==> src/rtl/dma_copy_pkg.sv <==
`default_nettype none
// ============================================================================
// Module   : dma_copy_pkg
// Purpose  : Shared definitions for the dma_copy engine: register word
//            offsets (device address bits [4:2]), CTRL/STATUS bit indices
//            and the transfer state encoding.
// Config   : DMA_COPY_IRQ_EN (consumed by dma_copy_regs)
// Revision : 1.0 - initial release
// ============================================================================
package dma_copy_pkg;

   // Register word offsets (byte address >> 2)
   localparam logic [2:0] REG_SRC    = 3'd0;
   localparam logic [2:0] REG_DST    = 3'd1;
   localparam logic [2:0] REG_LEN    = 3'd2;
   localparam logic [2:0] REG_CTRL   = 3'd3;
   localparam logic [2:0] REG_STATUS = 3'd4;

   // CTRL bits
   localparam int CTRL_START  = 0;
   localparam int CTRL_IRQ_EN = 1;

   // STATUS bits
   localparam int STATUS_BUSY = 0;
   localparam int STATUS_DONE = 1;
   localparam int STATUS_ERR  = 2;

   typedef enum logic [2:0] {
      ST_IDLE    = 3'd0,
      ST_RD_REQ  = 3'd1,
      ST_RD_WAIT = 3'd2,
      ST_WR_REQ  = 3'd3,
      ST_WR_WAIT = 3'd4,
      ST_FIN     = 3'd5
   } dma_state_e;

endpackage
`default_nettype wire

==> src/rtl/dma_copy_regs.sv <==
`default_nettype none
// ============================================================================
// Module   : dma_copy_regs
// Purpose  : Programming registers of the copy engine and the device-port
//            response path (1-cycle registered read data).
// Ports    : device_*     - register access port from the core
//            busy         - transfer in progress (from FSM)
//            done_set     - one-cycle pulse: transfer finished
//            err_set      - one-cycle pulse: bus error seen
//            start        - one-cycle start pulse to the FSM
//            src/dst/len  - programmed transfer configuration
//            irq          - level completion interrupt
// Config   : DMA_COPY_IRQ_EN - when defined, CTRL.IRQ_EN exists and
//            irq = DONE & IRQ_EN; otherwise irq is tied low.
// Revision : 1.0 - initial release
// ============================================================================
module dma_copy_regs
   import dma_copy_pkg::*;
#(
   parameter int AddrWidth = 32,
   parameter int DataWidth = 32,
   parameter int LenWidth  = 16
) (
   input  logic                 clk_i,
   input  logic                 rst_ni,
   input  logic                 device_req_i,
   input  logic [AddrWidth-1:0] device_addr_i,
   input  logic                 device_we_i,
   input  logic [3:0]           device_be_i,
   input  logic [DataWidth-1:0] device_wdata_i,
   output logic                 device_rvalid_o,
   output logic [DataWidth-1:0] device_rdata_o,
   input  logic                 busy,
   input  logic                 done_set,
   input  logic                 err_set,
   output logic                 start,
   output logic [AddrWidth-1:0] src,
   output logic [AddrWidth-1:0] dst,
   output logic [LenWidth-1:0]  len,
   output logic                 irq
);

   logic                 wr;
   logic                 rd;
   logic [2:0]           sel;
   logic                 done;
   logic                 err;
   logic                 irq_en;
   logic [DataWidth-1:0] rd_data;

   assign sel = device_addr_i[4:2];
   assign wr  = device_req_i &  device_we_i;
   assign rd  = device_req_i & ~device_we_i;

   // Byte enables and undecoded address bits are intentionally ignored.
   logic unused_bits;
   assign unused_bits = ^{device_be_i, device_addr_i[AddrWidth-1:5], device_addr_i[1:0]};

   assign start = wr & (sel == REG_CTRL) & device_wdata_i[CTRL_START] & ~busy;

   always_ff @(posedge clk_i or negedge rst_ni) begin
      if (!rst_ni) begin
         src  <= '0;
         dst  <= '0;
         len  <= '0;
         done <= 1'b0;
         err  <= 1'b0;
      end else begin
         if (wr) begin
            done <= 1'b0;
            err  <= 1'b0;
            if (!busy) begin
               case (sel)
                  REG_SRC: src <= {device_wdata_i[AddrWidth-1:2], 2'b00};
                  REG_DST: dst <= {device_wdata_i[AddrWidth-1:2], 2'b00};
                  REG_LEN: len <= device_wdata_i[LenWidth-1:0];
                  default: ;
               endcase
            end
         end
         // A completion event in the same cycle as a write is newer, so it wins.
         if (done_set) done <= 1'b1;
         if (err_set)  err  <= 1'b1;
      end
   end

`ifdef DMA_COPY_IRQ_EN
   always_ff @(posedge clk_i or negedge rst_ni) begin
      if (!rst_ni) begin
         irq_en <= 1'b0;
      end else if (wr && (sel == REG_CTRL)) begin
         irq_en <= device_wdata_i[CTRL_IRQ_EN];
      end
   end
   assign irq = done & irq_en;
`else
   assign irq_en = 1'b0;
   assign irq    = 1'b0;
`endif

   always_comb begin
      rd_data = '0;
      case (sel)
         REG_SRC:    rd_data = DataWidth'(src);
         REG_DST:    rd_data = DataWidth'(dst);
         REG_LEN:    rd_data = DataWidth'(len);
         REG_CTRL:   rd_data[CTRL_IRQ_EN] = irq_en;
         REG_STATUS: begin
            rd_data[STATUS_BUSY] = busy;
            rd_data[STATUS_DONE] = done;
            rd_data[STATUS_ERR]  = err;
         end
         default:    rd_data = '0;
      endcase
   end

   always_ff @(posedge clk_i or negedge rst_ni) begin
      if (!rst_ni) begin
         device_rvalid_o <= 1'b0;
         device_rdata_o  <= '0;
      end else begin
         device_rvalid_o <= device_req_i;
         device_rdata_o  <= rd ? rd_data : '0;
      end
   end

endmodule
`default_nettype wire

==> src/rtl/dma_copy.sv <==
`default_nettype none
// ============================================================================
// Module   : dma_copy
// Purpose  : Word-granular memory-to-memory copy engine. The core programs
//            SRC/DST/LEN through the device port; the engine then reads one
//            word from SRC and writes it to DST, one bus transaction at a time.
// Ports    : clk_i/rst_ni  - clock, async active-low reset
//            device_*      - register access port (slave)
//            host_*        - bus master port, one outstanding transaction
//            irq_o         - completion interrupt
// Config   : DMA_COPY_IRQ_EN - enables CTRL.IRQ_EN and irq_o (see regs)
// Revision : 1.0 - initial release
// ============================================================================
module dma_copy
   import dma_copy_pkg::*;
#(
   parameter int AddrWidth = 32,
   parameter int DataWidth = 32,
   parameter int LenWidth  = 16
) (
   input  logic                 clk_i,
   input  logic                 rst_ni,
   input  logic                 device_req_i,
   input  logic [AddrWidth-1:0] device_addr_i,
   input  logic                 device_we_i,
   input  logic [3:0]           device_be_i,
   input  logic [DataWidth-1:0] device_wdata_i,
   output logic                 device_rvalid_o,
   output logic [DataWidth-1:0] device_rdata_o,
   output logic                 host_req_o,
   input  logic                 host_gnt_i,
   output logic [AddrWidth-1:0] host_addr_o,
   output logic                 host_we_o,
   output logic [3:0]           host_be_o,
   output logic [DataWidth-1:0] host_wdata_o,
   input  logic                 host_rvalid_i,
   input  logic [DataWidth-1:0] host_rdata_i,
   input  logic                 host_err_i,
   output logic                 irq_o
);

   dma_state_e           state;
   dma_state_e           state_next;
   logic [AddrWidth-1:0] cur_src;
   logic [AddrWidth-1:0] cur_dst;
   logic [LenWidth-1:0]  remaining;
   logic [DataWidth-1:0] buffer;

   logic                 start;
   logic                 busy;
   logic                 done_set;
   logic                 err_set;
   logic [AddrWidth-1:0] src;
   logic [AddrWidth-1:0] dst;
   logic [LenWidth-1:0]  len;

   dma_copy_regs #(
      .AddrWidth (AddrWidth),
      .DataWidth (DataWidth),
      .LenWidth  (LenWidth)
   ) u_regs (
      .clk_i           (clk_i),
      .rst_ni          (rst_ni),
      .device_req_i    (device_req_i),
      .device_addr_i   (device_addr_i),
      .device_we_i     (device_we_i),
      .device_be_i     (device_be_i),
      .device_wdata_i  (device_wdata_i),
      .device_rvalid_o (device_rvalid_o),
      .device_rdata_o  (device_rdata_o),
      .busy            (busy),
      .done_set        (done_set),
      .err_set         (err_set),
      .start           (start),
      .src             (src),
      .dst             (dst),
      .len             (len),
      .irq             (irq_o)
   );

   // State register
   always_ff @(posedge clk_i or negedge rst_ni) begin
      if (!rst_ni) state <= ST_IDLE;
      else         state <= state_next;
   end

   // Next-state logic
   always_comb begin
      state_next = state;
      case (state)
         ST_IDLE:    if (start) state_next = (len == '0) ? ST_FIN : ST_RD_REQ;
         ST_RD_REQ:  if (host_gnt_i) state_next = ST_RD_WAIT;
         ST_RD_WAIT: if (host_rvalid_i) state_next = host_err_i ? ST_FIN : ST_WR_REQ;
         ST_WR_REQ:  if (host_gnt_i) state_next = ST_WR_WAIT;
         ST_WR_WAIT: begin
            if (host_rvalid_i) begin
               if (host_err_i || (remaining == LenWidth'(1))) state_next = ST_FIN;
               else                                           state_next = ST_RD_REQ;
            end
         end
         ST_FIN:     state_next = ST_IDLE;
         default:    state_next = ST_IDLE;
      endcase
   end

   // Working copies: the programmed registers stay untouched during a transfer.
   always_ff @(posedge clk_i or negedge rst_ni) begin
      if (!rst_ni) begin
         cur_src   <= '0;
         cur_dst   <= '0;
         remaining <= '0;
         buffer    <= '0;
      end else begin
         if ((state == ST_IDLE) && start) begin
            cur_src   <= src;
            cur_dst   <= dst;
            remaining <= len;
         end
         if ((state == ST_RD_WAIT) && host_rvalid_i && !host_err_i) begin
            buffer <= host_rdata_i;
         end
         // Pointers only advance on a write that completed without error.
         if ((state == ST_WR_WAIT) && host_rvalid_i && !host_err_i) begin
            cur_src   <= cur_src + AddrWidth'(4);
            cur_dst   <= cur_dst + AddrWidth'(4);
            remaining <= remaining - LenWidth'(1);
         end
      end
   end

   assign host_be_o = 4'hF;

   // Output logic; address/data are driven straight from registers so they
   // stay stable while a request waits for grant.
   always_comb begin
      host_req_o   = 1'b0;
      host_we_o    = 1'b0;
      host_addr_o  = '0;
      host_wdata_o = '0;
      busy         = 1'b0;
      done_set     = 1'b0;
      err_set      = 1'b0;
      case (state)
         ST_RD_REQ: begin
            busy        = 1'b1;
            host_req_o  = 1'b1;
            host_addr_o = cur_src;
         end
         ST_RD_WAIT: begin
            busy    = 1'b1;
            err_set = host_rvalid_i & host_err_i;
         end
         ST_WR_REQ: begin
            busy         = 1'b1;
            host_req_o   = 1'b1;
            host_we_o    = 1'b1;
            host_addr_o  = cur_dst;
            host_wdata_o = buffer;
         end
         ST_WR_WAIT: begin
            busy    = 1'b1;
            err_set = host_rvalid_i & host_err_i;
         end
         ST_FIN:  done_set = 1'b1;
         default: ;
      endcase
   end

endmodule
`default_nettype wire
==> config.mk <==
export PLATFORM = sky130hd
export DESIGN_NAME = dma_copy
export DESIGN_NICKNAME = d
export VERILOG_FILES = /design/src/rtl/dma_copy_pkg.sv /design/src/rtl/dma_copy_regs.sv /design/src/rtl/dma_copy.sv
export SDC_FILE = /design/constraint.sdc
export NUM_CORES = 1
export LEC_CHECK = 0
export BUFFER_PORTS_ARGS = -buffer_cell sky130_fd_sc_hd__buf_2
export CAP_MARGIN = 40
export CORE_UTILIZATION = 56
export CTS_CLUSTER_DIAMETER = 150
export DETAILED_ROUTE_END_ITERATION = 7
export PLACE_DENSITY = 0.8
export RECOVER_POWER = 25
export SLEW_MARGIN = 20
export SYNTH_ARGS = -nofsm -noshare
export SYNTH_HDL_FRONTEND = slang
export SYNTH_HIERARCHICAL = 1
export SYNTH_SLANG_ARGS = --single-unit
export TNS_END_PERCENT = 100
==> constraint.sdc <==
create_clock -name clk_i -period 3.95 [get_ports clk_i]
set_clock_uncertainty 0.1 [all_clocks]
set_input_delay 0.1975 -clock clk_i [delete_from_list [all_inputs] [get_ports clk_i]]
set_output_delay 0.1975 -clock clk_i [all_outputs]
set_load 0.02 [all_outputs]
# Yosys cells after proc, flatten, opt, wreduce, memory -nomap -nowiden
# Index checks and enable logic that the tools add are counted.
totals:
  input_bits: 107
  latchBits: 0
  ff_bits: 226
  rom_bits: 0
  ram_bits: 0
  output_inout_bits: 104
  n_memories: 0
  word_cells: 88
classes:
  addsub: 3
  eq_ne: 15
  n_shift: 0
  reduce_logical: 20
  n_div: 0
  n_bitwise: 8
  n_lt_le_gt_ge: 0
  muxes: 30
  multipliers: 0
op_table:
  columns: ["operator", "count"]
  rows:
  - ["32-bit two-way mux", 6]
  - ["29-bit one-hot mux with 3 select lines", 1]
  - ["32-bit by 3-bit adder with 32-bit output (second input constant)", 2]
  - ["32-bit one-hot mux with 2 select lines", 1]
  - ["16-bit two-way mux", 2]
  - ["3-bit two-way mux", 8]
  - ["16-bit by 1-bit equality test with 1-bit output (second input constant)", 1]
  - ["16-bit logical NOT", 1]
  - ["16-bit by 1-bit subtractor with 16-bit output (second input constant)", 1]
  - ["3-bit one-hot mux with 5 select lines", 1]
  - ["3-bit by 2-bit equality test with 1-bit output (second input constant)", 4]
  - ["2-bit inequality test (second input constant)", 5]
  - ["3-bit equality test (second input constant)", 3]
  - ["3-bit AND reduction", 3]
  - ["1-bit two-way mux", 8]
  - ["1-bit AND", 6]
  - ["3-bit by 1-bit equality test with 1-bit output (second input constant)", 2]
  - ["3-bit logical NOT", 2]
  - ["2-bit nonzero test", 3]
  - ["1-bit logical AND", 5]
  - ["5-bit AND reduction", 1]
  - ["1-bit one-hot mux with 2 select lines", 2]
  - ["1-bit one-hot mux with 4 select lines", 1]
  - ["2-bit OR reduction", 2]
  - ["other kinds (4)", 5]

# Longest topological paths before layout
depth:
  depth_word: 8
  ltp_mapped: 13
  ltp_nobuf: 9

# Cells and area by module
# Netlist, hierarchy kept.
modules_own_cells:
  columns: ["module", "cells_each", "n_inst", "seq_area_each_um2", "area_each_um2"]
  rows:
  - ["dma_copy", 775, 1, 2877.8, 6902.9]
  - ["dma_copy_regs", 321, 1, 2777.7, 4634.4]

# Worst setup path after synthesis
# OpenSTA, ideal clock, no wires.
synth_path:
  path_kind: "register to register"
  from: "reg state[0]"
  to: "reg cur_src[15]"
  setup_ns: 0.130
  stages_incl_launch_ff: 14
  synth_period_minus_slack_ns: 2.757
  t_required_ns: 3.720
  arrival_ns: 2.527
  path_slack_ns: 1.193
  path_buffers: 4
  path_cell_list: "dfrtp_1 -> buf_2 -> nor2_1 -> xnor2_1 -> and4bb_4 -> and4_1 -> nor2b_1 -> and2_1 -> clkbuf_1 -> nor2_1 -> buf_2 -> buf_2 -> a22oi_1 -> nand3_1"
synth_between:
  elab_chain_cells: 7
  word_cells_on_any_way: 14
  classes_between: "4 x eq/ne; 2 x mux; 2 x bitwise; 6 x reduce/logical"
synth_lines:
  columns: ["element", "line_no", "source"]
  rows:
  - ["start: declaration", "dma_copy.sv:42", "dma_state_e state;"]
  - ["start signal: assignment", "dma_copy.sv:84", "else state <= state_next;"]
  - ["3-bit by 2-bit equality test with 1-bit output (tied with other cells)", "dma_copy.sv:143", "case (state)"]
  - ["4-bit OR reduction (no source line) (*)", null, null]
  - ["1-bit two-way mux (*)", "dma_copy.sv:143", null]
  - ["via busy", "dma_copy.sv:50", "logic busy;"]
  - ["1-bit inverter (no source line) (*)", null, null]
  - ["1-bit AND (*)", "dma_copy_regs.sv:59", "assign start = wr & (sel == REG_CTRL) & device_wdata_i[CTRL_START] & ~busy;"]
  - ["via start", "dma_copy.sv:49", "logic start;"]
  - ["1-bit logical AND (*)", "dma_copy.sv:114", "if ((state == ST_IDLE) && start) begin"]
  - ["2-bit nonzero test (no source line) (*)", null, null]
  - ["end signal: assignment", "dma_copy.sv:115", "cur_src <= src;"]
  - ["end signal: assignment", "dma_copy.sv:124", "cur_src <= cur_src + AddrWidth'(4);"]
  - ["end: declaration", "dma_copy.sv:44", "logic [AddrWidth-1:0] cur_src;"]
# Mark *: on every way through the listed nets, which the timed path passes. The rest lies on a longest branch.
# A chain may end at the register's enable or synchronous reset.

# Worst setup path in the final report
layout_path:
  from: "reg state[1]"
  to: "out host_addr_o[9]"
layout_between:
  elab_chain_cells: 2
  word_cells_on_any_way: 3
  classes_between: "2 x eq/ne; 1 x mux"
layout_lines:
  columns: ["element", "line_no", "source"]
  rows:
  - ["3-bit by 2-bit equality test with 1-bit output or 3-bit by 1-bit equality test with 1-bit output (tied branches)", "dma_copy.sv:143", null]
  - ["32-bit one-hot mux with 2 select lines (*)", "dma_copy.sv:143", null]
  - ["end: declaration", "dma_copy.sv:32", "output logic [AddrWidth-1:0] host_addr_o,"]
# Every way passes the cells marked *; elsewhere a longest branch is shown, timed or not.

==> results.cfg <==
[setup_path]
cp.arrival_ns = 3.06
critical_path_class = reg -> out
startpoint_type = flip-flop
crit_fanout = 43
worstPathRequired_ns = 3.65
cp-end-kind = output port

[global_routing]
grt_usage_pct = 31.0
overflow = 0
grt_pass1_wl_um = 52700
use_met2_pct = 50.4
gr-usage-met1_pct = 42.9
grt_max_degree = 102
use_met3_pct = 3.45
antenna_found_initial = 0
top_usage_layer = met2
grt_pass1_vias = 9830

[yosys]
async_reset_ff_share_pct = 100
seq_area_frac_synth_pct = 49.0
yosys.cell_types.count = 67
yosys_register_bits = 226
ys_top_cells_by_count = 226 x dfrtp_1, 110 x nand2_1, 89 x nor2_1, 78 x mux2_2
synth_top_cell_area_share_pct = 49.0
yosys-top-cells-area = dfrtp_1 49%, mux2_2 7.6%, mux2_4 3.9%
synth_area_um2 = 11500
postSynthCellCount = 1096
yosysWarnings = 6
synth_top_cell_by_area = dfrtp_1
synth_flop_cell = dfrtp_1
syn_area_per_cell_um2 = 10.5
synth_edf_count = 0
yosysMostFrequentCell = dfrtp_1

[sta]
max_freq_ghz = 0.298
hold_viol = 0
setup_viol_count_final = 0
finalCritPeriodShare_pct = 84.9
worst_pin_slew_ns = 2.57
rsz0062_at_grt = no
finalMaxSlewViolations = 145
period_needed_ns = 3.35
fin_tns_setup_ns = 0
setup_ws_ns = 0.597
slew_headroom_pct = -71.1

[cts]
cts.sinks = 226
cts_buffers = 24
post-cts-setup-buffers = 0
clock_latency_ns = 0.51
htreeDepth = 1
tritoncts = yes
root_buffer = clkbuf_16
ctsLongestPathBuffers = 3
clk_pin_slew_ns = 0.06

[drt]
drt_iter0_drc = 919
ant_nets = 0
drt-total-wl_um = 32400
drtPass1Iterations = 8
wl_per_cell_um = 20.3
drc = 0
vias = 9865
routed_via_density = 6.19

[pwr]
p_leak_nw = 6.55
fin_total_pwr_w = 0.00882
ir_drop_mv = 0.351
pwr_density_cell_nw_per_um2 = 629

[die]
die_x_um = 146
dieHeight_um = 146
pin_count = 211
die_area_um2 = 21200
coreArea_um2 = 20200
start_util_pct = 57.0
rows = 52

[place]
dp_cells = 1482
preCtsSetupSlack_ns = 0.858
dp_hpwl_um = 20600
gp_congestion = 0.887
io_buffers = 172

[cells_and_area]
nFillCells = 1474
layout.nets = 1418
utilization_pct = 69.3
multi_input_area_um2 = 5420
drive_gt1_share_pct = 25.7
seq_area_um2 = 5660
area.growth.synth_to_final_pct = 21.6
antenna_cells = 0
final_cells = 1593

[min_path]
hp-class = in -> reg

[flow_run]
drv_cap = 2

[outcome]
violations = max-capacitance violations, max-slew violations
status = finished, violations left
final timing paths:
kind,start,endpoint,slack (ns),cells after the start
setup / recovery,state[1]$_DFFE_PN0P_,host_addr_o[9],0.60,5
hold / removal,host_rvalid_i,u_regs/err$_DFFE_PN0P_,0.04,4
setup reg to reg,state[0]$_DFFE_PN0P_,cur_src[26]$_DFFE_PN0P_,0.82,10
hold reg to reg,cur_src[1]$_DFFE_PN0P_,cur_src[1]$_DFFE_PN0P_,0.39,2
max in group asynchronous,rst_ni,u_regs/device_rdata_o[25]$_DFF_PN0_,0.94,3
min in group asynchronous,rst_ni,buffer[14]$_DFFE_PN0P_,0.90,2
cells in the final DEF, fill, tap and decap left out, types with 42 or more instances in the layout:
master,n
dfrtp_1,225
buf_2,135
nand2_1,110
nor2_1,87
mux2_2,78
dlygate4sd3_1,69
mux2i_1,45
nand3_1,45
o21ai_0,45
and3_1,42
metrics by stage:
stage,hold WS [ns],area [um2]
after floorplan,-0.198,11600
after global placement,0.190,12500
after detailed placement,0.187,12600
after CTS,0.0253,14100
after global routing,0.0484,14000
final,0.0354,14000
routing by layer:
| layer | routed length (um) | vias up |
|---|---|---|
| met4 | 1060 | 0 |
| met1 | 13500 | 4868 |
| met5 | 0 | - |
| met3 | 2410 | 79 |
| li1 | - | 4413 |
| met2 | 15500 | 505 |
state kept, by name (all words and copies together) (netlist names):
register and cells:
state 3, remaining 16, u_regs/done 1, u_regs/device_rvalid_o 1, u_regs/src 30, u_regs/device_rdata_o 32
u_regs/len 16, u_regs/err 1, cur_src 32, u_regs/dst 30, cur_dst 32, buffer 32
logic make-up (layout without fill, tap and decap cells):
group / count (synthesis) / in the layout / synth area share [%]
muxes: 155 / 155 / 15.6
xor gates and xnor gates: 7 / 7 / 0.531
buffers and inverters: 99 / 319 / 4.35
and+or+nand+nor: 407 / 407 / 18.1
other: 2 / 9 / 0.0651
adders and majority gates: 4 / 4 / 0.434
AOI/OAI and AO/OA: 196 / 196 / 11.8
DFF: 226 / 226 / 49.0
power by group:
part	switching [W]	total [W]	internal (W)
clock	0.000930	0.00242	0.00149
combinational	0.00116	0.00236	0.00119
sequential	0.000887	0.00405	0.00316
repair_timing:
action,in CTS,in global routing
hold buffers,69,0
hold endpoints to repair,212,0
resized for setup,0,0
critical path: stages, from the launching register on:
cell and delay (ns):
dfrtp_2 0.37, clkbuf_1 1.16, buf_12 0.35, mux2i_1 0.35
nor2_1 0.08, buf_2 0.19
area by class of cell:
| type | instances | area share (%) |
|---|---|---|
| Clock buffer | 32 | 4.93 |
| Clock inverter | 10 | 1.11 |
| Inverter | 14 | 0.374 |
| Multi-Input combinational cell | 778 | 38.7 |
| Sequential cell | 226 | 40.3 |
| Tap cell | 270 | 2.41 |
| Timing Repair Buffer | 263 | 12.2 |
Power figures use the tool's default switching activity.
